## src/rtl/md_unit_ctrl_if.sv

```systemverilog
// md_unit_ctrl_if
//   Execute-stage <-> mul/div controller bundle.
//   master (execute stage): req_valid, req_op, src1, src2, flush -> ; <- req_ready, busy, div_done, hi, lo
//   slave  (md_unit_ctrl) : the mirror image.
//   W: operand / HI / LO width.
interface md_unit_ctrl_if #(
   parameter int W = 32
);
   logic         req_valid;
   logic         req_ready;
   logic [2:0]   req_op;
   logic [W-1:0] src1;
   logic [W-1:0] src2;
   logic         flush;
   logic         busy;
   logic         div_done;
   logic [W-1:0] hi;
   logic [W-1:0] lo;

   modport master (
      output req_valid, req_op, src1, src2, flush,
      input  req_ready, busy, div_done, hi, lo
   );

   modport slave (
      input  req_valid, req_op, src1, src2, flush,
      output req_ready, busy, div_done, hi, lo
   );
endinterface

```

## src/rtl/md_unit_ctrl.sv

```systemverilog
// md_unit_ctrl
//   Owns HI/LO for the execute stage. MULT/MULTU/MTHI/MTLO update HI/LO on the
//   accept edge with no stall. DIV/DIVU share one iterative restoring divider
//   working on magnitudes, followed by a single sign-fixup/commit cycle.
//   Ports:
//     clk, resetn : clock, asynchronous active-low reset
//     bus (slave) : req_valid/req_ready/req_op/src1/src2 request handshake,
//                   flush (cancels pending divide, blocks accept),
//                   busy, div_done (commit pulse), hi, lo
//   Parameters: W operand width, CNT_W iteration counter width (2^CNT_W >= W).
//   Optional build macro: MD_DIV0_FAST_EN -- a divide by zero skips the
//   iteration phase and goes straight to the fixup/commit cycle. Results are
//   identical either way; only the busy duration changes.
module md_unit_ctrl #(
   parameter int W     = 32,
   parameter int CNT_W = 5
) (
   input  logic          clk,
   input  logic          resetn,
   md_unit_ctrl_if.slave bus
);
   localparam logic [2:0] OP_MULT  = 3'd0;
   localparam logic [2:0] OP_MULTU = 3'd1;
   localparam logic [2:0] OP_DIV   = 3'd2;
   localparam logic [2:0] OP_DIVU  = 3'd3;
   localparam logic [2:0] OP_MTHI  = 3'd4;
   localparam logic [2:0] OP_MTLO  = 3'd5;

   typedef enum logic [1:0] {S_IDLE, S_DIV, S_FIX} state_t;

   state_t           state, state_nx;
   logic [CNT_W-1:0] cnt;
   logic [W-1:0]     quo;      // dividend magnitude, shifted out as quotient bits shift in
   logic [W-1:0]     rem;      // partial remainder
   logic [W-1:0]     dvs;      // divisor magnitude
   logic [W-1:0]     src1_q;   // original dividend, returned as HI on divide-by-zero
   logic             neg_q, neg_r, div0;
   logic [W-1:0]     hi_q, lo_q;

   logic             ready_c, busy_c, done_c, commit;
   logic             accept, is_div;

   //---------------------------------------------------------------- control
   assign is_div = (bus.req_op == OP_DIV) || (bus.req_op == OP_DIVU);
   assign accept = bus.req_valid && ready_c && !bus.flush;

   always_ff @(posedge clk or negedge resetn) begin
      if (!resetn) state <= S_IDLE;
      else         state <= state_nx;
   end

   always_comb begin
      state_nx = state;
      ready_c  = 1'b0;
      busy_c   = 1'b0;
      done_c   = 1'b0;
      commit   = 1'b0;
      unique case (state)
         S_IDLE: begin
            ready_c = 1'b1;
            if (accept && is_div) begin
`ifdef MD_DIV0_FAST_EN
               state_nx = (bus.src2 == '0) ? S_FIX : S_DIV;
`else
               state_nx = S_DIV;
`endif
            end
         end
         S_DIV: begin
            busy_c = 1'b1;
            if (cnt == '0) state_nx = S_FIX;
         end
         S_FIX: begin
            busy_c   = 1'b1;
            done_c   = !bus.flush;
            commit   = !bus.flush;
            state_nx = S_IDLE;
         end
         default: state_nx = S_IDLE;
      endcase
      // flush wins over everything: back to IDLE, nothing committed
      if (bus.flush) state_nx = S_IDLE;
   end

   assign bus.req_ready = ready_c;
   assign bus.busy      = busy_c;
   assign bus.div_done  = done_c;
   assign bus.hi        = hi_q;
   assign bus.lo        = lo_q;

   //---------------------------------------------------------------- operand prep
   logic         sgn, s1_neg, s2_neg, mx;
   logic [W-1:0] mag1, mag2;
   logic [2*W-1:0] ma, mb, prod;

   assign sgn    = (bus.req_op == OP_DIV);
   assign s1_neg = sgn && bus.src1[W-1];
   assign s2_neg = sgn && bus.src2[W-1];
   assign mag1   = s1_neg ? -bus.src1 : bus.src1;
   assign mag2   = s2_neg ? -bus.src2 : bus.src2;

   // Low 2W bits of the (W+1)x(W+1) extended product equal those of a 2W x 2W
   // product of the same operands extended to 2W bits.
   assign mx   = (bus.req_op == OP_MULT);
   assign ma   = {{W{mx && bus.src1[W-1]}}, bus.src1};
   assign mb   = {{W{mx && bus.src2[W-1]}}, bus.src2};
   assign prod = ma * mb;

   //---------------------------------------------------------------- restoring step
   logic [W:0]   rem_sh, trial;
   logic [W-1:0] rem_nx, quo_nx;

   assign rem_sh = {rem, quo[W-1]};
   assign trial  = rem_sh - {1'b0, dvs};
   // trial[W] set means the subtract borrowed: keep shifted remainder, quotient bit 0
   assign rem_nx = trial[W] ? rem_sh[W-1:0] : trial[W-1:0];
   assign quo_nx = {quo[W-2:0], ~trial[W]};

   logic [W-1:0] q_fix, r_fix;
   assign q_fix = div0 ? '1     : (neg_q ? -quo : quo);
   assign r_fix = div0 ? src1_q : (neg_r ? -rem : rem);

   //---------------------------------------------------------------- datapath
   always_ff @(posedge clk or negedge resetn) begin
      if (!resetn) begin
         cnt    <= '0;
         quo    <= '0;
         rem    <= '0;
         dvs    <= '0;
         src1_q <= '0;
         neg_q  <= 1'b0;
         neg_r  <= 1'b0;
         div0   <= 1'b0;
         hi_q   <= '0;
         lo_q   <= '0;
      end else begin
         if (accept) begin
            unique case (bus.req_op)
               OP_MULT, OP_MULTU: {hi_q, lo_q} <= prod;
               OP_MTHI:           hi_q <= bus.src1;
               OP_MTLO:           lo_q <= bus.src1;
               OP_DIV, OP_DIVU: begin
                  quo    <= mag1;
                  dvs    <= mag2;
                  rem    <= '0;
                  src1_q <= bus.src1;
                  neg_q  <= s1_neg ^ s2_neg;
                  neg_r  <= s1_neg;
                  div0   <= (bus.src2 == '0);
                  cnt    <= CNT_W'(W - 1);
               end
               default: ;
            endcase
         end
         if (state == S_DIV) begin
            rem <= rem_nx;
            quo <= quo_nx;
            if (cnt != '0) cnt <= cnt - 1'b1;
         end
         if (commit) begin
            lo_q <= q_fix;
            hi_q <= r_fix;
         end
      end
   end
endmodule

```

## src/flat_wrapper.sv

```systemverilog
// flat-port wrapper written by rule: the top's interface ports become plain ports
module md_unit_ctrl_flat 
#(
   parameter int W     = 32,
   parameter int CNT_W = 5
)
  (clk, resetn, bus_req_valid, bus_req_op, bus_src1, bus_src2, bus_flush, bus_req_ready, bus_busy, bus_div_done, bus_hi, bus_lo);
  md_unit_ctrl_if #(.W(W)) bus_i ();
  input  logic clk;
  input  logic resetn;
  input wire logic [$bits(bus_i.req_valid)-1:0] bus_req_valid;
  input wire logic [$bits(bus_i.req_op)-1:0] bus_req_op;
  input wire logic [$bits(bus_i.src1)-1:0] bus_src1;
  input wire logic [$bits(bus_i.src2)-1:0] bus_src2;
  input wire logic [$bits(bus_i.flush)-1:0] bus_flush;
  output wire logic [$bits(bus_i.req_ready)-1:0] bus_req_ready;
  output wire logic [$bits(bus_i.busy)-1:0] bus_busy;
  output wire logic [$bits(bus_i.div_done)-1:0] bus_div_done;
  output wire logic [$bits(bus_i.hi)-1:0] bus_hi;
  output wire logic [$bits(bus_i.lo)-1:0] bus_lo;
  assign bus_i.req_valid = bus_req_valid;
  assign bus_i.req_op = bus_req_op;
  assign bus_i.src1 = bus_src1;
  assign bus_i.src2 = bus_src2;
  assign bus_i.flush = bus_flush;
  assign bus_req_ready = bus_i.req_ready;
  assign bus_busy = bus_i.busy;
  assign bus_div_done = bus_i.div_done;
  assign bus_hi = bus_i.hi;
  assign bus_lo = bus_i.lo;
  md_unit_ctrl #(.W(W), .CNT_W(CNT_W)) u_core (.clk(clk), .resetn(resetn), .bus(bus_i));
endmodule
```

## config.mk

```make
export PLATFORM = sky130hd
export DESIGN_NAME = md_unit_ctrl_flat
export DESIGN_NICKNAME = d
export VERILOG_FILES = /design/src/rtl/md_unit_ctrl_if.sv /design/src/rtl/md_unit_ctrl.sv /design/src/flat_wrapper.sv
export SDC_FILE = /design/constraint.sdc
export NUM_CORES = 2
export LEC_CHECK = 0
export CORE_MARGIN = 3
export CORE_UTILIZATION = 30
export CTS_CLUSTER_SIZE = 10
export DETAILED_ROUTE_END_ITERATION = 8
export GPL_TIMING_DRIVEN = 0
export HOLD_SLACK_MARGIN = 0.12
export MAX_ROUTING_LAYER = met4
export PLACE_DENSITY = 0.48
export SYNTH_ARGS = -nofsm -noshare
export SYNTH_HDL_FRONTEND = slang
export SYNTH_SLANG_ARGS = --single-unit
```

## constraint.sdc

```tcl
create_clock -name clk -period 5.28 [get_ports clk]
set_input_delay 1.056 -clock clk [delete_from_list [all_inputs] [get_ports clk]]
set_output_delay 1.056 -clock clk [all_outputs]
set_load 0.02 [all_outputs]
```

==> metrics.md <==
| Metric | Value |
|---|---|
| Post-synth net total | `between 7000 and 8000` |
| Die Wd | `around 420 um` |
| CP max stage delay | `610 ps` |
| Placer Congestion | `between 1 and 1.5` |
| DR vias | `45580` |
| Post-route ant nets | `0` |
| Final setup skew | `~25 ps` |
| Tmin final | `about 8500 ps` |
| Yosys top cell area share | `roughly 44%` |
| Setup crit end kind | `flop` |
| Register area share after synthesis | `slightly below 10%` |
| Pin slew with the least headroom to its limit | `around 1300 ps` |
| Asr flop ratio synth | `100%` |
| Fillcell total | `between 15000 and 20000` |
| Arr. time, crit path | `8940 ps` |
| Avg Cell Area, Syn | `between 8 and 9 um^2` |
| Cells after Synth | `approximately 6000` |
| Largest net degree at the start of global routing | `109` |
| Overflow after GRT | `0` |
| Netlist Area Pre-Place | `between 0.05 and 0.06 mm^2` |
| Total Nets Final | `just under 8000` |
| Post-synth EDFFs | `0` |
| Cts bufs inserted | `26` |
| Critical path peak fanout | `5` |
| Chip height | `approximately 420 um` |
| Root cell of the clock tree | `clkbuf_16` |
| Core Box Area | `approximately 0.17 mm^2` |
| Routed len/inst | `between 20 and 30 um` |
| Violated checks | `negative setup slack` |
| Critical Path Source Type | `input port` |
| Setup violations, final | `between 50 and 60` |
| RSZ-0062 raised after global routing | `yes` |
| HP Class | `flop to flop` |
| Max Slew Vio Count | `0` |
| Vias per inst | `approximately 5.2` |
| Synth Flop Type | `dfrtp_1` |
| Initial Util | `between 30% and 40%` |
| Buffers on Ports | `~110` |
| Synth unique cells | `73` |
| First-pass GRT wire length | `between 300000 and 400000 um` |
| Reg area | `just over 0.005 mm^2` |
| Multi-input gate area | `approximately 0.043 mm^2` |
| Yosys reg bits | `roughly 200` |
| H-tree depth | `1` |
| DR pass1 iterations | `7` |
| Setup WS post-layout | `-3190 ps` |
| DRC | `0` |
| Layout Area Growth over Synthesis | `27.1%` |
| Area leader, netlist | `fa_1` |
| Maxcap violations | `0` |
| Critical-path top delay cell | `fa_2` |
| Total GRT Usage | `approximately 29%` |
| CTS tree | `done` |
| Initial antenna violation count | `26` |
| Synth top area cells | `fa_1 (44%), dfrtp_1 (9.8%), inv_1 (8.7%)` |
| Tcrit/Tclk final | `160%` |
| Max Clock Freq | `about 0.12 GHz` |
| Clk_lat worst skew | `roughly 570 ps` |
| Max clock buf depth | `3` |
| Hpwl dp | `192000 um` |
| I/O pins | `roughly 140` |
| Clock transition at the registers of the reported paths | `~60 ps` |
| Worst slew margin | `a little under an eighth` |
| CP Class | `input port to flop` |
| DP Worst Slack | `-5990 ps` |
| Number of core rows | `approximately 150` |
| Die footprint | `between 0.15 and 0.2 mm^2` |
| Vias in the first global route | `about 46000` |
| Clock sink total | `roughly 200` |
| Hold path cells | `2` |
| Layout cells sized above 1 | `between 10% and 20%` |
| Cells on worst reg2reg path | `16` |
| CP Data Required Time | `between 5000 and 6000 ps` |
| WL final | `roughly 250000 um` |
| Ys Warns | `0` |
| Status | `complete, but fails checks` |
| Final hold vios | `0` |
| Drt initial violations | `about 5000` |
[critical path, delay by kind of cell]
family                     cells  cell delay, ps
adders and majority gates      9            4280
buffers and inverters          8             820
and+or+nand+nor                7            1200
AOI/OAI and AO/OA              5            1310
xor gates and xnor gates       1             210
[synthesized netlist by cell type, drive strengths merged (5+ instances only)]
cell type,count
a21o,51
a21oi,180
o22ai,25
nor2,176
and3,32
o21ai,233
nand3,88
o21bai,16
mux2,6
and2,301
a31oi,28
nor4,17
nor3,47
o211ai,42
buf,59
a221oi,6
fa,1126
inv,1200
a22oi,5
nand2,1087
nor2b,7
a211oi,30
o41ai,13
or2,14
nand4,17
o31ai,42
nand2b,12
mux2i,10
or3,22
o21a,7
ha,253
xnor2,117
clkbuf,330
xor2,95
or4,17
dfrtp,202
[final timing paths]
path                                      from           endpoint  slack [ps]
worst max-delay path             bus_req_op[0]  u_core.bus.hi[27]       -3190
worst min-delay path            u_core.dvs[10]     u_core.dvs[10]         480
worst max register to register  u_core.quo[31]      u_core.rem[7]         440
worst min register to register  u_core.dvs[10]     u_core.dvs[10]         480
max in group asynchronous               resetn   u_core.bus.lo[7]        3630
min in group asynchronous               resetn      u_core.dvs[8]         510
[final cells by class]
type                    instances  share of cell area [%]
diodes                         15                  0.0573
clock buffers                  38                    1.12
multi-input cells            4178                    66.1
clock inverters                 4                  0.0898
repair buffers                460                    6.84
flip-flops and latches        202                    7.72
plain buffers                 374                    6.90
well taps                    2218                    4.24
inverters                    1200                    6.98
[through the flow]
step	cell area (um^2)	TNS, ps	hold slack (ps)	instances	utilization (%)
6_report	65500	-133240	477	8689	38.5
5_1_grt	65500	-140220	489	8685	38.5
4_1_cts	63200	-132330	478	8564	37.2
3_3_place_gp	57500	-1541950	461	8295	33.8
3_5_place_dp	57500	-268570	463	8296	33.8
2_1_floorplan	53600	-114810	446	5969	-
[state kept, by name, summed over array words and instances (netlist names), 2 cells and up]
signal and count:
u_core.bus.hi 32, u_core.bus.lo 32, u_core.cnt 5, u_core.dvs 32, u_core.quo 32, u_core.rem 32, u_core.src1_q 32, u_core.state 2
[cells in the final DEF, fill, tap and decap left out, types with 69 or more instances in the layout]
cell type	instances
a21oi_1	137
ha_1	182
and2_1	278
nand2_1	1042
clkbuf_16	104
fa_1	1041
nor2_1	162
buf_6	73
o21ai_0	160
inv_1	1117
dfrtp_1	202
clkdlybuf4s50_1	69
xor2_1	88
nand3_1	83
clkbuf_1	110
fa_2	85
buf_4	267
xnor2_1	93
[per-layer routing]
layer	GRT usage, %	routed length (um)	up-vias
li1	-	-	18993
met1	38.4	102000	23714
met2	43.6	111000	2384
met3	5.28	24500	489
met4	13.9	15500	0
met5	-	0	-
[kinds of logic after synthesis]
family	count (synthesis)	synth area share (%)
buffers and inverters	1589	11.6
muxes	16	0.325
and+or+nand+nor	1852	16.2
DFF	202	9.81
AOI/OAI and AO/OA	719	8.61
xor gates and xnor gates	212	3.60
adders and majority gates	1379	49.9
[what timing repair did]
action                     CTS  global route
setup endpoints to repair   61            57
cloned                       3             2
setup buffers              227           123
hold buffers                 0             0
gates resized for setup    784           427
pin swaps                  155           238
Power is left out: the tool's default activity adds up to more than one toggle a clock period on the data nets, which glitch-free logic cannot reach.
